==> src/rtl/video_pkg.sv <==
// Shared types for the video stream generator: pattern encodings, FSM
// states and the DE_PERIOD legality rule.
package video_pkg;

    typedef enum logic [1:0] {
        PAT_XY    = 2'd0,  // low half (x+1), high half y
        PAT_X     = 2'd1,  // x
        PAT_Y     = 2'd2,  // y
        PAT_CONST = 2'd3   // constant value
    } pattern_e;

    typedef enum logic [2:0] {
        ST_IDLE   = 3'd0,
        ST_GAP    = 3'd1,
        ST_PIX    = 3'd2,
        ST_HBLANK = 3'd3,
        ST_VBLANK = 3'd4
    } state_e;

    // DE_PERIOD of 1 would mean "zero empty cycles" twice over; only 0 or >= 2 are meaningful.
    function automatic bit de_period_legal(input int de_period);
        return (de_period == 0) || (de_period >= 2);
    endfunction

endpackage

==> src/rtl/video_stream_gen_if.sv <==
// Internal bus between the timing FSM (master) and the pattern generator
// (slave): pixel coordinates and pattern selection out, pixel value back.
interface video_stream_gen_if
    import video_pkg::*;
#(
    parameter int PIXEL_WIDTH = 8,
    parameter int CNT_WIDTH   = 16
);

    logic [CNT_WIDTH-1:0]   x;
    logic [CNT_WIDTH-1:0]   y;
    pattern_e               pattern;
    logic [PIXEL_WIDTH-1:0] const_value;
    logic [PIXEL_WIDTH-1:0] pixel;

    modport master (output x, y, pattern, const_value, input  pixel);
    modport slave  (input  x, y, pattern, const_value, output pixel);

endinterface

==> src/rtl/video_pattern_gen.sv <==
// Combinational pixel pattern generator. Coordinates wrap silently: only
// the low bits that fit the selected field are kept.
module video_pattern_gen
    import video_pkg::*;
#(
    parameter int PIXEL_WIDTH = 8,
    parameter int CNT_WIDTH   = 16
) (
    video_stream_gen_if.slave pat
);

    localparam int HALF = PIXEL_WIDTH / 2;

    logic [CNT_WIDTH-1:0] x_inc;

    assign x_inc = pat.x + CNT_WIDTH'(1);

    // Select the pixel value for the current coordinates.
    always_comb begin
        // NOTE: every output of a combinational block gets a default first so
        // no path leaves it unassigned, which would otherwise infer a latch.
        pat.pixel = '0;
        case (pat.pattern)
            PAT_XY: begin
                pat.pixel[HALF-1:0]      = HALF'(x_inc);
                pat.pixel[2*HALF-1:HALF] = HALF'(pat.y);
            end
            PAT_X:     pat.pixel = PIXEL_WIDTH'(pat.x);
            PAT_Y:     pat.pixel = PIXEL_WIDTH'(pat.y);
            PAT_CONST: pat.pixel = pat.const_value;
            default:   pat.pixel = '0;
        endcase
    end

endmodule

==> src/rtl/video_stream_gen.sv <==
// Video test-stream generator: frame/line timing FSM with pixel, line and
// frame counters. Every output is registered; outputs are decoded from the
// next state so they line up with the state they describe.
module video_stream_gen
    import video_pkg::*;
#(
    parameter int PIXEL_WIDTH = 8,
    parameter int DE_PERIOD   = 0,
    parameter int CNT_WIDTH   = 16
) (
    input  logic                   clk,
    input  logic                   rst_n,
    input  logic                   start_i,
    input  logic                   stop_i,
    input  logic [CNT_WIDTH-1:0]   width_i,
    input  logic [CNT_WIDTH-1:0]   height_i,
    input  logic [CNT_WIDTH-1:0]   hblank_i,
    input  logic [CNT_WIDTH-1:0]   vblank_i,
    input  logic [CNT_WIDTH-1:0]   frames_i,
    input  logic [1:0]             pattern_i,
    input  logic [PIXEL_WIDTH-1:0] const_i,
    output logic [PIXEL_WIDTH-1:0] do_o,
    output logic                   de_o,
    output logic                   hs_o,
    output logic                   vs_o,
    output logic                   busy_o,
    output logic                   frame_done_o
);

    if (!de_period_legal(DE_PERIOD)) begin : g_de_period_illegal
        $error("video_stream_gen: DE_PERIOD must be 0 or >= 2");
    end

    localparam logic [CNT_WIDTH-1:0] ONE = CNT_WIDTH'(1);
    // GAP holds for DE_PERIOD-1 cycles, counted down to zero.
    localparam logic [CNT_WIDTH-1:0] GAP_LOAD =
        (DE_PERIOD >= 2) ? CNT_WIDTH'(DE_PERIOD - 2) : '0;
    localparam state_e FIRST_STATE = (DE_PERIOD >= 2) ? ST_GAP : ST_PIX;

    state_e state, state_next;

    logic [CNT_WIDTH-1:0] x, x_next;
    logic [CNT_WIDTH-1:0] y, y_next;
    logic [CNT_WIDTH-1:0] cnt, cnt_next;
    logic [CNT_WIDTH-1:0] frame_cnt, frame_cnt_next;
    logic                 stop, stop_next;

    logic [CNT_WIDTH-1:0]   width_q, height_q, hblank_q, vblank_q, frames_q;
    pattern_e               pattern_q;
    logic [PIXEL_WIDTH-1:0] const_q;

    logic                   launch;
    logic                   last_line;
    logic                   frame_over;
    logic                   finish_run;
    logic                   frame_done_next;
    logic [PIXEL_WIDTH-1:0] do_next;
    logic                   de_next, hs_next, vs_next, busy_next;

    video_stream_gen_if #(
        .PIXEL_WIDTH (PIXEL_WIDTH),
        .CNT_WIDTH   (CNT_WIDTH)
    ) pat_bus ();

    video_pattern_gen #(
        .PIXEL_WIDTH (PIXEL_WIDTH),
        .CNT_WIDTH   (CNT_WIDTH)
    ) u_pattern (
        .pat (pat_bus)
    );

    // On the launch cycle the configuration is not latched yet, so the
    // pattern selection is taken straight from the inputs.
    assign launch    = (state == ST_IDLE) && start_i && (width_i != '0) && (height_i != '0);
    assign last_line = (y == height_q - ONE);

    assign pat_bus.x           = x_next;
    assign pat_bus.y           = y_next;
    assign pat_bus.pattern     = launch ? pattern_e'(pattern_i) : pattern_q;
    assign pat_bus.const_value = launch ? const_i : const_q;

    // Latch the run configuration when a valid start is accepted.
    always_ff @(posedge clk) begin
        // NOTE: sequential state uses non-blocking assignments so every
        // register samples the values from before this clock edge.
        if (!rst_n) begin
            width_q   <= '0;
            height_q  <= '0;
            hblank_q  <= '0;
            vblank_q  <= '0;
            frames_q  <= '0;
            pattern_q <= PAT_XY;
            const_q   <= '0;
        end else if (launch) begin
            width_q   <= width_i;
            height_q  <= height_i;
            hblank_q  <= hblank_i;
            vblank_q  <= vblank_i;
            frames_q  <= frames_i;
            pattern_q <= pattern_e'(pattern_i);
            const_q   <= const_i;
        end
    end

    // Next-state and counter logic of the timing FSM.
    always_comb begin
        state_next      = state;
        x_next          = x;
        y_next          = y;
        cnt_next        = cnt;
        frame_cnt_next  = frame_cnt;
        frame_done_next = 1'b0;
        frame_over      = 1'b0;
        stop_next       = (state != ST_IDLE) && (stop || stop_i);
        finish_run      = stop_next || ((frames_q != '0) && (frame_cnt == frames_q));

        case (state)
            ST_IDLE: begin
                if (launch) begin
                    x_next         = '0;
                    y_next         = '0;
                    frame_cnt_next = '0;
                    cnt_next       = GAP_LOAD;
                    state_next     = FIRST_STATE;
                end
            end
            ST_GAP: begin
                if (cnt == '0) state_next = ST_PIX;
                else           cnt_next   = cnt - ONE;
            end
            ST_PIX: begin
                if (x < width_q - ONE) begin
                    x_next     = x + ONE;
                    cnt_next   = GAP_LOAD;
                    state_next = FIRST_STATE;
                end else begin
                    state_next = ST_HBLANK;
                    cnt_next   = (hblank_q == '0) ? '0 : hblank_q - ONE;
                    if (last_line) begin
                        frame_done_next = 1'b1;
                        frame_cnt_next  = frame_cnt + ONE;
                    end
                end
            end
            ST_HBLANK: begin
                if (cnt != '0) begin
                    cnt_next = cnt - ONE;
                end else if (!last_line) begin
                    x_next     = '0;
                    y_next     = y + ONE;
                    cnt_next   = GAP_LOAD;
                    state_next = FIRST_STATE;
                end else if (vblank_q != '0) begin
                    state_next = ST_VBLANK;
                    cnt_next   = vblank_q - ONE;
                end else begin
                    frame_over = 1'b1;
                end
            end
            ST_VBLANK: begin
                if (cnt != '0) cnt_next   = cnt - ONE;
                else           frame_over = 1'b1;
            end
            default: state_next = ST_IDLE;
        endcase

        if (frame_over) begin
            if (finish_run) begin
                state_next = ST_IDLE;
                stop_next  = 1'b0;
            end else begin
                x_next     = '0;
                y_next     = '0;
                cnt_next   = GAP_LOAD;
                state_next = FIRST_STATE;
            end
        end
    end

    // Output decode from the state being entered, so outputs register in step with it.
    always_comb begin
        do_next   = '0;
        de_next   = 1'b0;
        hs_next   = 1'b0;
        vs_next   = 1'b0;
        busy_next = (state_next != ST_IDLE);
        case (state_next)
            ST_IDLE: hs_next = 1'b1;
            ST_GAP:  vs_next = 1'b1;
            ST_PIX: begin
                de_next = 1'b1;
                vs_next = 1'b1;
                do_next = pat_bus.pixel;
            end
            ST_HBLANK: begin
                hs_next = 1'b1;
                vs_next = (y_next != height_q - ONE);
            end
            ST_VBLANK: hs_next = 1'b1;
            default:   hs_next = 1'b1;
        endcase
    end

    // State, counter and output registers; reset aborts any frame in flight.
    always_ff @(posedge clk) begin
        if (!rst_n) begin
            state        <= ST_IDLE;
            x            <= '0;
            y            <= '0;
            cnt          <= '0;
            frame_cnt    <= '0;
            stop         <= 1'b0;
            do_o         <= '0;
            de_o         <= 1'b0;
            hs_o         <= 1'b1;
            vs_o         <= 1'b0;
            busy_o       <= 1'b0;
            frame_done_o <= 1'b0;
        end else begin
            state        <= state_next;
            x            <= x_next;
            y            <= y_next;
            cnt          <= cnt_next;
            frame_cnt    <= frame_cnt_next;
            stop         <= stop_next;
            do_o         <= do_next;
            de_o         <= de_next;
            hs_o         <= hs_next;
            vs_o         <= vs_next;
            busy_o       <= busy_next;
            frame_done_o <= frame_done_next;
        end
    end

endmodule

==> config.mk <==
export PLATFORM = sky130hd
export DESIGN_NAME = video_stream_gen
export DESIGN_NICKNAME = d
export VERILOG_FILES = /design/src/rtl/video_pkg.sv /design/src/rtl/video_stream_gen_if.sv /design/src/rtl/video_pattern_gen.sv /design/src/rtl/video_stream_gen.sv
export SDC_FILE = /design/constraint.sdc
export NUM_CORES = 1
export LEC_CHECK = 0
export ABC_AREA = 1
export CAP_MARGIN = 20
export CORE_MARGIN = 2
export CORE_UTILIZATION = 45
export DETAILED_ROUTE_END_ITERATION = 10
export HOLD_SLACK_MARGIN = 0.06
export PLACE_DENSITY = 0.65
export SLEW_MARGIN = 20
export SYNTH_ARGS = -nofsm -noshare
export SYNTH_HDL_FRONTEND = slang
export SYNTH_SLANG_ARGS = --single-unit
export TNS_END_PERCENT = 50
==> constraint.sdc <==
create_clock -name clk -period 9.2 [get_ports clk]
set_input_delay 2.3 -clock clk [delete_from_list [all_inputs] [get_ports clk]]
set_output_delay 2.3 -clock clk [all_outputs]
set_load 0.03 [all_outputs]
# Word-level counts from Yosys, hierarchy flattened
# Index checks and enable logic that the tools add are counted.
[totals] word_cells=121 input_bits=94 regBits=171
[op_classes] n_lt_le_gt_ge=1 n_eq_ne=16 n_bitwise=2 mux=51 reduce_logical=23 n_addsub=9
[op_table] op="16-bit 2-to-1 mux" count=24
[op_table] op="16-bit one-hot mux with 5 select lines" count=1
[op_table] op="16-bit nonzero test" count=5
[op_table] op="16-bit by 1-bit subtractor with 16-bit output (second input constant)" count=5
[op_table] op="16-bit one-hot mux with 2 select lines" count=2
[op_table] op="16-bit by 1-bit adder with 16-bit output (second input constant)" count=3
[op_table] op="16-bit one-hot mux with 3 select lines" count=1
[op_table] op="16-bit equality test" count=2
[op_table] op="16-bit zero test" count=2
[op_table] op="8-bit one-hot mux with 4 select lines" count=1
[op_table] op="3-bit 2-to-1 mux" count=6
[op_table] op="16-bit less-than comparator" count=1
[op_table] op="16-bit != test" count=1
[op_table] op="3-bit one-hot mux with 5 select lines" count=1
[op_table] op="3-bit by 2-bit equality test with 1-bit output (second input constant)" count=4
[op_table] op="1-bit 2-to-1 mux" count=10
[op_table] op="8-bit 2-to-1 mux" count=1
[op_table] op="3-bit by 1-bit equality test with 1-bit output (second input constant)" count=2
[op_table] op="2-bit != test (second input constant)" count=3
[op_table] op="3-bit nonzero test" count=2
[op_table] op="1-bit logical AND" count=5
[op_table] op="4-bit by 1-bit adder with 4-bit output (second input constant)" count=1
[op_table] op="2-bit equality test (second input constant)" count=2
[op_table] op="2-bit 2-to-1 mux" count=2
[op_table] op="12 further kinds" count=15

# Depth between registers and ports, before layout
[logic_depth] ltp_word=10 ltp_mapped=27

# Hierarchy
# From an unflattened synthesis, not the netlist that was laid out.
[unflattened] hier_cells=1865 hier_area_um2=11541.1
[modules_own_cells] module="video_stream_gen" cells_each=1804 seq_area_each_um2=3423.3 area_per_inst_um2=11235.8 n_inst=1
[modules_own_cells] module="video_pattern_gen" cells_each=61 seq_area_each_um2=0.0 area_per_inst_um2=305.3 n_inst=1

# Worst setup path after synthesis
# Ideal clock, no wire load.
[synth_path] path_kind="input-to-reg" start="in height_i[0]" end="reg do_o[1]" n_path_buf=1 cell_stages=13 t_required_ns=9.078 arrival_time_ns=4.248 slack_ns=4.830 cell_sequence="nor4_1 -> nand4_1 -> nand4_1 -> nand2_1 -> buf_2 -> nand2_1 -> inv_1 -> o211ai_1 -> nand2_1 -> inv_2 -> ha_1 -> a221oi_1 -> nor2_1"
[synth_via] elab_chain_len=8
[synth_lines] element="from (decl)" line="video_stream_gen.sv:16" rtl="input logic [CNT_WIDTH-1:0] height_i,"
[synth_lines] element="16-bit nonzero test (*)" line="video_stream_gen.sv:74" rtl="assign launch = (state == ST_IDLE) && start_i && (width_i != '0) && (height_i != '0);"
[synth_lines] element="1-bit logical AND (*)" line="video_stream_gen.sv:74"
[synth_lines] element="16-bit 2-to-1 mux (*)" line="video_stream_gen.sv:119" rtl="if (launch) begin"
[synth_lines] element="16-bit one-hot mux with 3 select lines (*)" line="video_stream_gen.sv:117" rtl="case (state)"
[synth_lines] element="16-bit 2-to-1 mux" line="video_stream_gen.sv:168" rtl="if (finish_run) begin"
[synth_lines] element="16-bit 2-to-1 mux (*)" line="video_stream_gen.sv:167" rtl="if (frame_over) begin"
[synth_lines] element="named net pat_bus.x[1]" line="video_stream_gen_if.sv:10" rtl="logic [CNT_WIDTH-1:0] x;"
[synth_lines] element="4-bit by 1-bit adder with 4-bit output" line="video_pattern_gen.sv:16" rtl="assign x_inc = pat.x + CNT_WIDTH'(1);"
[synth_lines] element="8-bit one-hot mux with 4 select lines (*)" line="video_pattern_gen.sv:23" rtl="case (pat.pattern)"
[synth_lines] element="to (signal assigned)" line="video_stream_gen.sv:226" rtl="do_o <= do_next;"
[synth_lines] element="to (decl)" line="video_stream_gen.sv:22" rtl="output logic [PIXEL_WIDTH-1:0] do_o,"
# The timed path passes the listed nets; every way through them passes the cells marked *.
# A chain may end at the register's enable or synchronous reset.

# Worst setup path in the final report
[layout_path] start="in width_i[8]" end="reg do_o[1]"
[layout_via] elab_chain_len=9
[layout_lines] element="from (decl)" line="video_stream_gen.sv:15" rtl="input logic [CNT_WIDTH-1:0] width_i,"
[layout_lines] element="16-bit nonzero test (*)" line="video_stream_gen.sv:74"
[layout_lines] element="1-bit logical AND (*) (2 in a row)" line="video_stream_gen.sv:74"
[layout_lines] element="16-bit 2-to-1 mux (*)" line="video_stream_gen.sv:119"
[layout_lines] element="16-bit one-hot mux with 3 select lines (*)" line="video_stream_gen.sv:117"
[layout_lines] element="16-bit 2-to-1 mux" line="video_stream_gen.sv:168"
[layout_lines] element="16-bit 2-to-1 mux (*)" line="video_stream_gen.sv:167"
[layout_lines] element="named net pat_bus.x[1]" line="video_stream_gen_if.sv:10"
[layout_lines] element="4-bit by 1-bit adder with 4-bit output" line="video_pattern_gen.sv:16"
[layout_lines] element="8-bit one-hot mux with 4 select lines (*)" line="video_pattern_gen.sv:23"
# Marked as above.

==> summary.md <==
| Metric | Value |
|---|---|
| Count leader, synth | `nand2_1` |
| Final Hold Violating Endpoints | `0` |
| Synthesis Warnings | `0` |
| DR iter-0 viols | `about 880` |
| Unrepaired setup endpoints after global routing | `no` |
| Die area | `around 26,000 µm²` |
| Final setup TNS | `0 ns` |
| Outcome | `completed` |
| Tightest Hold Check Type | `reg2reg` |
| Vias per Instance | `5.274` |
| Nets | `between 1,500 and 2,000` |
| Number of synthesized flops with an enable pin | `0` |
| Sw Share | `0.3398` |
| H-tree levels | `4` |
| GRT Residual Overflow | `0` |
| Mapped Area | `10,970 µm²` |
| Total power | `1.980 mW` |
| Clock share of power | `0.349` |
| Routability cong. | `a little under 0.9` |
| Largest net degree at the start of global routing | `around 120` |
| Peak VDD IR | `a little under 0.00009 V` |
| Deepest clock path buffer count | `2` |
| Via count | `approximately 11,000` |
| Routed len/inst | `14.50 µm` |
| Routed Antenna Nets | `0` |
| Max_cap viols | `0` |
| Synth cell count leaders | `nand2_1 (331), inv_1 (262), dfxtp_1 (171), nor2_1 (163), o21ai_0 (154)` |
| Tcrit/Tclk final | `0.6247` |
| DP Area | `between 10,000 and 15,000 µm²` |
| Core Footprint | `24,110 µm²` |
| Fin util | `0.5312` |
| Internal | `1.307 mW` |
| Reg2reg setup slack | `between 4 and 5 ns` |
| Layout cells sized above 1 | `0.05500` |
| Std-Cell Rows | `57` |
| Crit start category | `input port` |
| Total CTS buffers | `17` |
| Routed wire length | `a little over 30,000 µm` |
| Setup Crit Path Kind | `in2reg` |
| Ant. Diodes | `0` |
| I/O Pins | `107` |
| Worst R2R Path Depth | `23` |
| Cell area after layout | `~13,000 µm²` |
| Post-CTS setup buffer count | `0` |
| Antenna violations before repair | `0` |
| Crit path DAT | `between 6 and 7 ns` |
| WHS Path Cells | `2` |
| Pleak | `roughly 5.6 nW` |
| Resized Gates After CTS | `0` |
| Ranking of synthesized cells by area | `dfxtp_1 (31%), nand2_1 (11%), inv_1 (9.0%)` |
| CP Max Fanout | `63` |
| Placed wire-length estimate | `between 20,000 and 25,000 µm` |
| Rel. slew slack | `0.3455` |
| TritonCTS clock tree | `built` |
| Netlist cell types | `54` |
| Synth Flop Type | `dfxtp_1` |
| Min-delay src | `hblank_q[7]$_SDFFE_PN0P_` |
| DR pass1 iterations | `5` |
| GRT Util Overall | `0.2398` |
| Endpoint type of the worst setup path | `register` |
| Logic pwr share | `0.236` |
| Worst r2r src | `width_q[0]$_SDFFE_PN0P_` |
| Syn Inst Count | `1,706` |
| Min-Delay Endpoint | `hblank_q[7]$_SDFFE_PN0P_` |
| Yosys reg bits | `approximately 170` |
| Syn nets | `about 1,800` |
| Clock sinks | `~170` |
| Net Switching | `around 670 µW` |
| FFs w/ async S/R, synth | `0` |
| Later-pin clock latency in the skew report | `~0.43 ns` |
| Post-CTS Hold Buffers | `0` |
| Initial Util | `0.4552` |
| Area Overhead vs Synth | `16.70%` |
| Yosys top cell by area | `dfxtp_1` |
| Least-Margin Pin Slew | `0.9818 ns` |
| Minimum clock period | `5.747 ns` |
| Reg power frac | `0.416` |
| Fmax | `~170 MHz` |
| Slew Limit Fails | `0` |
| R2R Path End | `do_o[1]$_SDFF_PN0_` |
| Worst setup margin | `roughly 3.5 ns` |
| Sequential area share after synthesis | `0.3120` |
| Syn Area/Cell | `6.432 µm²` |
| Clk_skew | `between 0.01 and 0.015 ns` |
| Clock slew at reported path FFs | `0.07 ns` |
| Req. time, crit path | `around 9.5 ns` |
| First-pass GRT wire length | `slightly above 50,000 µm` |
| Final setup viols | `0` |
| Post-Place Worst Slack | `3.004 ns` |
| # DRC | `0` |
| Die height | `around 160 µm` |
| Power Dens Cells | `about 150 nW/µm²` |
| Die Wd | `between 150 and 200 µm` |
| CTS Root Cell | `clkbuf_16` |
| Synth top area share | `0.3120` |
| Number of port buffers | `106` |
| Worst setup startpoint | `width_i[8]` |
| Vias in the first global route | `10,310` |
-- registers in the layout, indices dropped and copies added, names as in the netlist, 16 cells and up --
| signal | flops |
|---|---|
| cnt | 16 |
| frame_cnt | 16 |
| frames_q | 16 |
| hblank_q | 16 |
| height_q | 16 |
| vblank_q | 16 |
| width_q | 16 |
| x | 16 |
| y | 16 |
-- metrics by stage --
| step | cells | hold WS, ns |
|---|---|---|
| detailed placement | 2092 | 0.4585 |
| global route | 2124 | 0.4954 |
| global placement | 2092 | 0.4598 |
| finish | 2124 | 0.4667 |
| floorplan | 1706 | 0.4332 |
| CTS | 2124 | 0.4696 |
-- critical path, cell delays in order --
cell and delay (ns):
clkdlybuf4s50_1 0.42, nor4_1 0.36, nand4_1 0.24, nand4_1 0.13, buf_4 0.50, nand2_1 0.45
nand2_1 0.45, inv_1 0.23, o211ai_1 0.20, nand2_1 0.10, inv_2 0.10, ha_1 0.23
a221oi_1 0.27, nor2_1 0.07
-- worst max-delay path by stage --
stage                               endpoint  slack [ns]
after floorplan           do_o[1]$_SDFF_PN0_        4.83
after global placement    do_o[1]$_SDFF_PN0_        3.15
after detailed placement  do_o[1]$_SDFF_PN0_        3.00
after CTS                 do_o[1]$_SDFF_PN0_        3.43
after global routing      do_o[1]$_SDFF_PN0_        3.09
final                     do_o[1]$_SDFF_PN0_        3.45
-- cell usage in the layout (no fill, tap or decap), drive strengths merged, types with 3 or more instances in the layout --
| master | netlist | layout |
|---|---|---|
| nand2 | 346 | 346 |
| inv | 269 | 276 |
| nor2 | 181 | 181 |
| dfxtp | 171 | 171 |
| o21ai | 164 | 164 |
| nand3 | 142 | 142 |
| a21oi | 134 | 134 |
| clkdlybuf4s50 | 0 | 105 |
| xor2 | 41 | 41 |
| nand4 | 37 | 37 |
| nor3 | 33 | 33 |
| ha | 25 | 25 |
| nor4 | 21 | 21 |
| clkbuf | 39 | 18 |
| xnor2 | 11 | 11 |
| o22ai | 11 | 11 |
| a22oi | 10 | 10 |
| mux2i | 8 | 8 |
| buf | 11 | 7 |
| clkinv | 2 | 7 |
| o211ai | 6 | 6 |
| nand3b | 6 | 6 |
| or2 | 6 | 6 |
| o221ai | 5 | 5 |
| o31ai | 4 | 4 |
| a32oi | 4 | 4 |
| a221oi | 3 | 3 |
-- power by group through the flow --
stage	clock network [mW]	registers, mW	logic [mW]
floorplan	0	0.836	0.320
CTS	0.698	0.822	0.465
global placement	0	0.839	0.459
global route	0.726	0.829	0.528
detailed placement	0	0.839	0.463
finish	0.690	0.823	0.467
-- cells by family after synthesis --
kind of cell	count (synthesis)	synth area share
mux	9	0.008324
fa+ha+maj	25	0.02851
simple gates	778	0.3245
buf+inv	321	0.1129
compound gates	350	0.1723
xor+xnor	52	0.04150
flops	171	0.3120
-- cell type report --
cell class	count	area, µm²
clock buffers	18	429.2
inverters	271	1020
flip-flops and latches	171	3423
clock inverters	14	110.1
multi-input cells	1214	6317
fillers	2526	11300
well taps	324	405.4
repair buffers	112	1101
-- layer usage --
layer  global-route usage  vias to the layer above  routed length, µm
met5                    0                        -                  0
met4              0.05815                        0                510
met3              0.04156                       36               1596
met2               0.3930                      299              14090
met1               0.3291                     5097              14590
li1                     -                     5771                  -
Note: power is estimated with default switching activity, not from simulation.
